[src/rtl/multi_mode_ff_bank.sv]
// multi_mode_ff_bank: bank of WIDTH independent flip-flops, each channel
// run-time selectable as D, T, SR or JK. Provides a global enable, a
// synchronous parallel load, per-bit change pulses and sticky illegal-SR flags.
// Optional macro ILLEGAL_CNT_EN adds a saturating illegal-event counter on
// err_cnt; without it err_cnt is tied to zero.
module multi_mode_ff_bank #(
  parameter int unsigned       WIDTH      = 8,
  parameter logic [WIDTH-1:0]  RST_VAL    = '0,
  parameter int unsigned       SR_ILL_POL = 0,
  parameter int unsigned       ERR_CNT_W  = 8
) (
  input  logic                 clk,
  input  logic                 rst,
  input  logic                 en,
  input  logic [2*WIDTH-1:0]   mode,
  input  logic [WIDTH-1:0]     a,
  input  logic [WIDTH-1:0]     b,
  input  logic                 load,
  input  logic [WIDTH-1:0]     load_val,
  input  logic                 err_clr,
  output logic [WIDTH-1:0]     q,
  output logic [WIDTH-1:0]     q_n,
  output logic [WIDTH-1:0]     chg,
  output logic [WIDTH-1:0]     err_ill,
  output logic [ERR_CNT_W-1:0] err_cnt
);

  typedef enum logic [1:0] {
    MODE_D  = 2'b00,
    MODE_T  = 2'b01,
    MODE_SR = 2'b10,
    MODE_JK = 2'b11
  } mode_e;

  logic [WIDTH-1:0] q_next;
  logic [WIDTH-1:0] ill_evt;

  // Per-channel next state and illegal-SR detection; load overrides everything.
  always_comb begin
    q_next  = q;
    ill_evt = '0;
    if (load) begin
      q_next = load_val;
    end else if (en) begin
      for (int unsigned i = 0; i < WIDTH; i++) begin
        unique case (mode_e'(mode[2*i +: 2]))
          MODE_D:  q_next[i] = a[i];
          MODE_T:  q_next[i] = q[i] ^ a[i];
          MODE_SR: begin
            unique case ({a[i], b[i]})
              2'b00: q_next[i] = q[i];
              2'b01: q_next[i] = 1'b0;
              2'b10: q_next[i] = 1'b1;
              2'b11: begin
                ill_evt[i] = 1'b1;
                if (SR_ILL_POL == 1)      q_next[i] = 1'b1;
                else if (SR_ILL_POL == 2) q_next[i] = 1'b0;
                else                      q_next[i] = q[i];
              end
            endcase
          end
          MODE_JK: begin
            unique case ({a[i], b[i]})
              2'b00: q_next[i] = q[i];
              2'b01: q_next[i] = 1'b0;
              2'b10: q_next[i] = 1'b1;
              2'b11: q_next[i] = ~q[i];
            endcase
          end
        endcase
      end
    end
  end

  // State, change pulses and sticky flags; a new event beats err_clr.
  always_ff @(posedge clk or posedge rst) begin
    if (rst) begin
      q       <= RST_VAL;
      chg     <= '0;
      err_ill <= '0;
    end else begin
      q       <= q_next;
      chg     <= q_next ^ q;
      err_ill <= ill_evt | (err_ill & ~{WIDTH{err_clr}});
    end
  end

  assign q_n = ~q;

`ifdef ILLEGAL_CNT_EN
  localparam logic [ERR_CNT_W-1:0] CNT_MAX = '1;
  localparam logic [ERR_CNT_W-1:0] CNT_ONE = ERR_CNT_W'(1);

  logic any_ill;
  assign any_ill = |ill_evt;

  // Saturating count of cycles with at least one illegal SR event.
  always_ff @(posedge clk or posedge rst) begin
    if (rst) begin
      err_cnt <= '0;
    end else if (err_clr) begin
      err_cnt <= any_ill ? CNT_ONE : '0;
    end else if (any_ill && (err_cnt != CNT_MAX)) begin
      err_cnt <= err_cnt + CNT_ONE;
    end
  end
`else
  assign err_cnt = '0;
`endif

endmodule

[config.mk]
export PLATFORM = sky130hd
export DESIGN_NAME = multi_mode_ff_bank
export DESIGN_NICKNAME = d
export VERILOG_FILES = /design/src/rtl/multi_mode_ff_bank.sv
export SDC_FILE = /design/constraint.sdc
export NUM_CORES = 1
export LEC_CHECK = 0
export ABC_AREA = 1
export CAP_MARGIN = 40
export CORE_MARGIN = 2
export CORE_UTILIZATION = 47
export CTS_CLUSTER_DIAMETER = 80
export CTS_CLUSTER_SIZE = 14
export DETAILED_ROUTE_END_ITERATION = 10
export PLACE_DENSITY = 0.95
export SYNTH_ARGS = -nofsm -noshare
export SYNTH_HDL_FRONTEND = slang
export SYNTH_SLANG_ARGS = --single-unit
[constraint.sdc]
create_clock -name clk -period 1.93 [get_ports clk]
set_input_delay 0.193 -clock clk [delete_from_list [all_inputs] [get_ports clk]]
set_output_delay 0.193 -clock clk [all_outputs]
set_load 0.005 [all_outputs]
## Yosys cells after proc, flatten, opt, wreduce, memory -nomap -nowiden

Index checks and enable logic that the tools add are counted.

- Word-level logic and storage cells: 140
- Output and inout port bits: 40
- Bits of input ports: 45
- Bits in registers: 24

- Equal/unequal tests: 48
- Bitwise logic cells: 21
- Reductions and logical operators: 24
- Mux-type cells: 44

Operators by type and width:

| cell | number |
|---|---|
| 2-bit == test, second input constant | 32 |
| 1-bit one-hot mux with 4 select lines | 16 |
| 2-bit by 1-bit == test with 1-bit output, second input constant | 16 |
| 2-bit zero test | 16 |
| 8-bit 2-to-1 mux | 4 |
| 1-bit one-hot mux with 3 select lines | 8 |
| 1-bit 2-to-1 mux | 16 |
| 8-bit inverter | 2 |
| 2-bit OR reduction | 8 |
| 8-bit AND | 1 |
| 1-bit inverter | 8 |
| 8-bit OR | 1 |
| 1-bit XOR | 8 |
| 8-bit XOR | 1 |

## Longest topological paths before layout

- Depth after elaboration: 7
- Gate-level depth with buffers: 11
- Depth with buffers taken out: 11

## Worst setup path before layout

OpenSTA, ideal clock, no wires.

- Path type: in2reg
- Start point: input a[3]
- End point: register chg[3]
- Cell stages on the path: 9
- Setup time: 117 ps
- Required time: 1,813 ps
- Path slack: 841 ps
- Arrival: 972 ps
- Path buffers: 0
- Cell sequence: inv_1 -> ha_1 -> nor2_1 -> o21ai_0 -> nand3_1 -> nand2_1 -> nand2_1 -> nand2_1 -> nand2_1

- Longest elaborated chain between the ends: 7
- Elaborated cells on any way between the ends: 12
- Classes of those cells: 3 x eq/ne; 5 x mux; 2 x bitwise; 2 x reduce/logical

Ends and longest elaborated chain:

| item | line | source |
|---|---|---|
| start: declaration | 16 | `input logic [WIDTH-1:0] a,` |
| 2-bit == test or 2-bit zero test (tied branches) | 50, 63 |  |
| 2-bit OR reduction (no line) | -- |  |
| 1-bit one-hot mux with 3 select lines | 50 | `unique case ({a[i], b[i]})` |
| 1-bit one-hot mux with 4 select lines (*) | 46 | `unique case (mode_e'(mode[2*i +: 2]))` |
| 8-bit 2-to-1 mux (*) | 44 | `end else if (en) begin` |
| 8-bit 2-to-1 mux (*) | 42 | `if (load) begin` |
| 8-bit XOR (*) | 83 | `chg <= q_next ^ q;` |
| end signal: assignment | 83 |  |
| end: declaration | 23 | `output logic [WIDTH-1:0] chg,` |

Every way passes the cells marked *; elsewhere a longest branch is shown, timed or not.

## Worst setup path in the final report

- Start point: register q[7]
- End point: output q_n[7]

- Longest elaborated chain between the ends: 1

Ends and longest elaborated chain:

| item | line | source |
|---|---|---|
| start: declaration | 21 | `output logic [WIDTH-1:0] q,` |
| start signal: assignment | 82 | `q <= q_next;` |
| 8-bit inverter | 88 | `assign q_n = ~q;` |
| end: declaration | 22 | `output logic [WIDTH-1:0] q_n,` |

No other way between the ends.

==> run_results.csv <==
group,metric,value,unit
final_layout,syn_to_final_growth,42.7,%
cts,cts_resized,0,
setup_path,arrival,1340,ps
routing,firstDrtPassIters,5,
cts,clockBufferDepth,2,
synth,synth-seq-cells,24,
global_route,grtUsageTotal,22.0,%
synth,synth_warnings,0,
timing,fin_worst_hold_slack,273,ps
cts,clock_latency,260,ps
setup_path,crit_start,"q[7]",
cts,clock-sinks,24,
routing,ant_nets,0,
cts,root_buffer,"clkbuf_8",
routing,drtIter0Drc,94,
routing,num_vias,2151,
cts,postCtsSetupRepairBufs,0,
pwr,p_per_area,512,nW/um^2
synth,avgSynthCellArea,6.57,sq um
timing,fin_skew,1.51,ps
timing,fin_crit,1530,ps
synth,synthesis.instances,308,
synth,async_reset_ff_share,100,%
setup_path,r2r_end,"q[0]",
cts,cts_max_level,1,
synth,synthDistinctLibCells,22,
cts,hold_buffers,0,
cts,cts_tree,"built",
setup_path,cp-endpoint,"q_n[7]",
setup_path,startpoint_type,"flip-flop",
worst_hold_path,min_path_type,"primary input to asynchronous set/reset pin",
global_route,grt.overflow.total,0,
setup_path,reg2regPathDepth,7,
status,status,"finished, final reports clean",
place,port_buffers,76,
setup_path,critPathMaxFanout,5,
routing,viasPerCell,4.91,
setup_path,reg2reg_slack,850,ps
synth,yosysMostFrequentCell,"nand2_1",
routing,drc_errors,0,
timing,max_freq,653,MHz
die,die_w,69.6,um
die,die_h,69.6,um
synth,syn_area,2020,sq um
die,core-area,4060,sq um
routing,avgRoutedWirePerCell,11.6,um
timing,finalCritPeriodShare,79.3,%
routing,wl,5090,um
place,gp_congestion,0.914,
final_layout,layout-drive-gt1-share,2.84,%
synth,synth_largest_area_cell,"dfrtp_1",
place,hpwl,4130,um
die,num_rows,23,
synth,synth-edff-count,0,
global_route,grt_start_max_net_pins,25,
job,drv_cap,0,
die,dieArea,4850,sq um
final_layout,finalNetCount,458,
pwr,peakVddDrop,323,uV
synth,netlist.area_leader.share,29.7,%
timing,finalMaxSlewViolations,0,
pwr,leakage,1.54,nW
setup_path,critical_path_class,"flip-flop to output port",
synth,synth_flop_cell,"dfrtp_1",
setup_path,r2r-start,"q[0]",
timing,rsz0062_at_grt,"false",
final_layout,diodes,0,
die,start_util,49.9,%
timing,final_hold_viol_count,0,
setup_path,worstSetupEndpointType,"output port",
synth,ys_top_cells_by_area,"dfrtp_1 (30%), nand2_1 (16%), ha_1 (15%)",
global_route,grt_pass1_wl,8930,um
timing,finalSetupViolations,0,
global_route,grt_pass1_vias,2115,
timing,setup_tns,0,ps
global_route,antenna_found_initial,0,
synth,yosys-top-cells-count,"nand2_1 (88), inv_1 (62), nor2_1 (31)",
die,ioPinCount,85,
cts,path_clk_slew,90,ps
setup_path,critPathRequiredTime,1740,ps
cts,numCtsBuffers,3,
synth,seq_area_frac_synth,29.7,%
[cell type report]
class | instances | area [sq um]
Clock buffer | 4 | 55.1
Fill cell | 331 | 1170
Sequential cell | 24 | 601
Multi-Input combinational cell | 217 | 1130
Tap cell | 50 | 62.6
Timing Repair Buffer | 79 | 796
Inverter | 64 | 243
[state kept, by name, summed over array words and instances, names as in the netlist]
| name | flops |
|---|---|
| q | 8 |
| chg | 8 |
| err_ill | 8 |
[layer usage]
metal | routed length [um] | GRT usage (%) | up-vias
li1 | - | - | 1087
met1 | 2040 | 24.7 | 975
met2 | 2630 | 41.5 | 80
met3 | 339 | 4.36 | 9
met4 | 86 | 6.84 | 0
met5 | 0 | 0 | -
[layout by cell type, fill, tap and decap left out, drive strengths merged]
cell            n
a21oi          16
buf             3
clkbuf          4
clkdlybuf4s50  76
conb            8
dfrtp          24
ha             24
inv            64
nand2          88
nand3          24
nand3b          1
nand4           2
nor2           32
nor3            2
o21ai          16
o21bai          1
o22ai           2
or2             1
[power by group]
| group | switching, W | internal (W) | leakage [nW] |
|---|---|---|---|
| logic | 0.000246 | 0.000296 | 1.21 |
| registers | 0.0000365 | 0.000555 | 0.299 |
| clock network | 0.000163 | 0.000182 | 0.0288 |
[cells by family (layout without fill, tap and decap cells)]
| logic type | count (synthesis) | after routing | share of synthesized area (%) |
|---|---|---|---|
| AND/OR/NAND/NOR | 150 | 150 | 30.6 |
| buffers and inverters | 74 | 147 | 15.8 |
| AO/OA/AOI/OAI | 35 | 35 | 8.91 |
| adder cells (fa/ha/maj) | 24 | 24 | 14.8 |
| flip-flops | 24 | 24 | 29.7 |
| other | 1 | 8 | 0.185 |
[worst min path at each step]
stage	start	endpoint	slack, ps	cells past startpoint
floorplan	rst	chg[0]	210	1
global placement	q[6]	chg[6]	510	2
detailed placement	q[2]	chg[2]	520	2
CTS	rst	chg[2]	290	3
global route	rst	q[6]	330	3
finish	rst	chg[0]	270	3
[worst max-delay path: stages, from the launching register on]
cell and delay, ps:
dfrtp_1 450, inv_1 120, clkdlybuf4s50_1 510
[per-stage QoR]
step / power, W / cells / area (sq um) / setup WS [ps] / util [%]
floorplan: 0.000833 / 315 / 2050 / 841 / -
global placement: 0.00112 / 434 / 2830 / 219 / 69.8
detailed placement: 0.00114 / 434 / 2830 / 152 / 69.8
CTS: 0.00149 / 438 / 2890 / 409 / 71.1
global route: 0.00157 / 438 / 2890 / 205 / 71.1
finish: 0.00148 / 438 / 2890 / 399 / 71.1
Note: power is estimated with default switching activity, not from simulation.
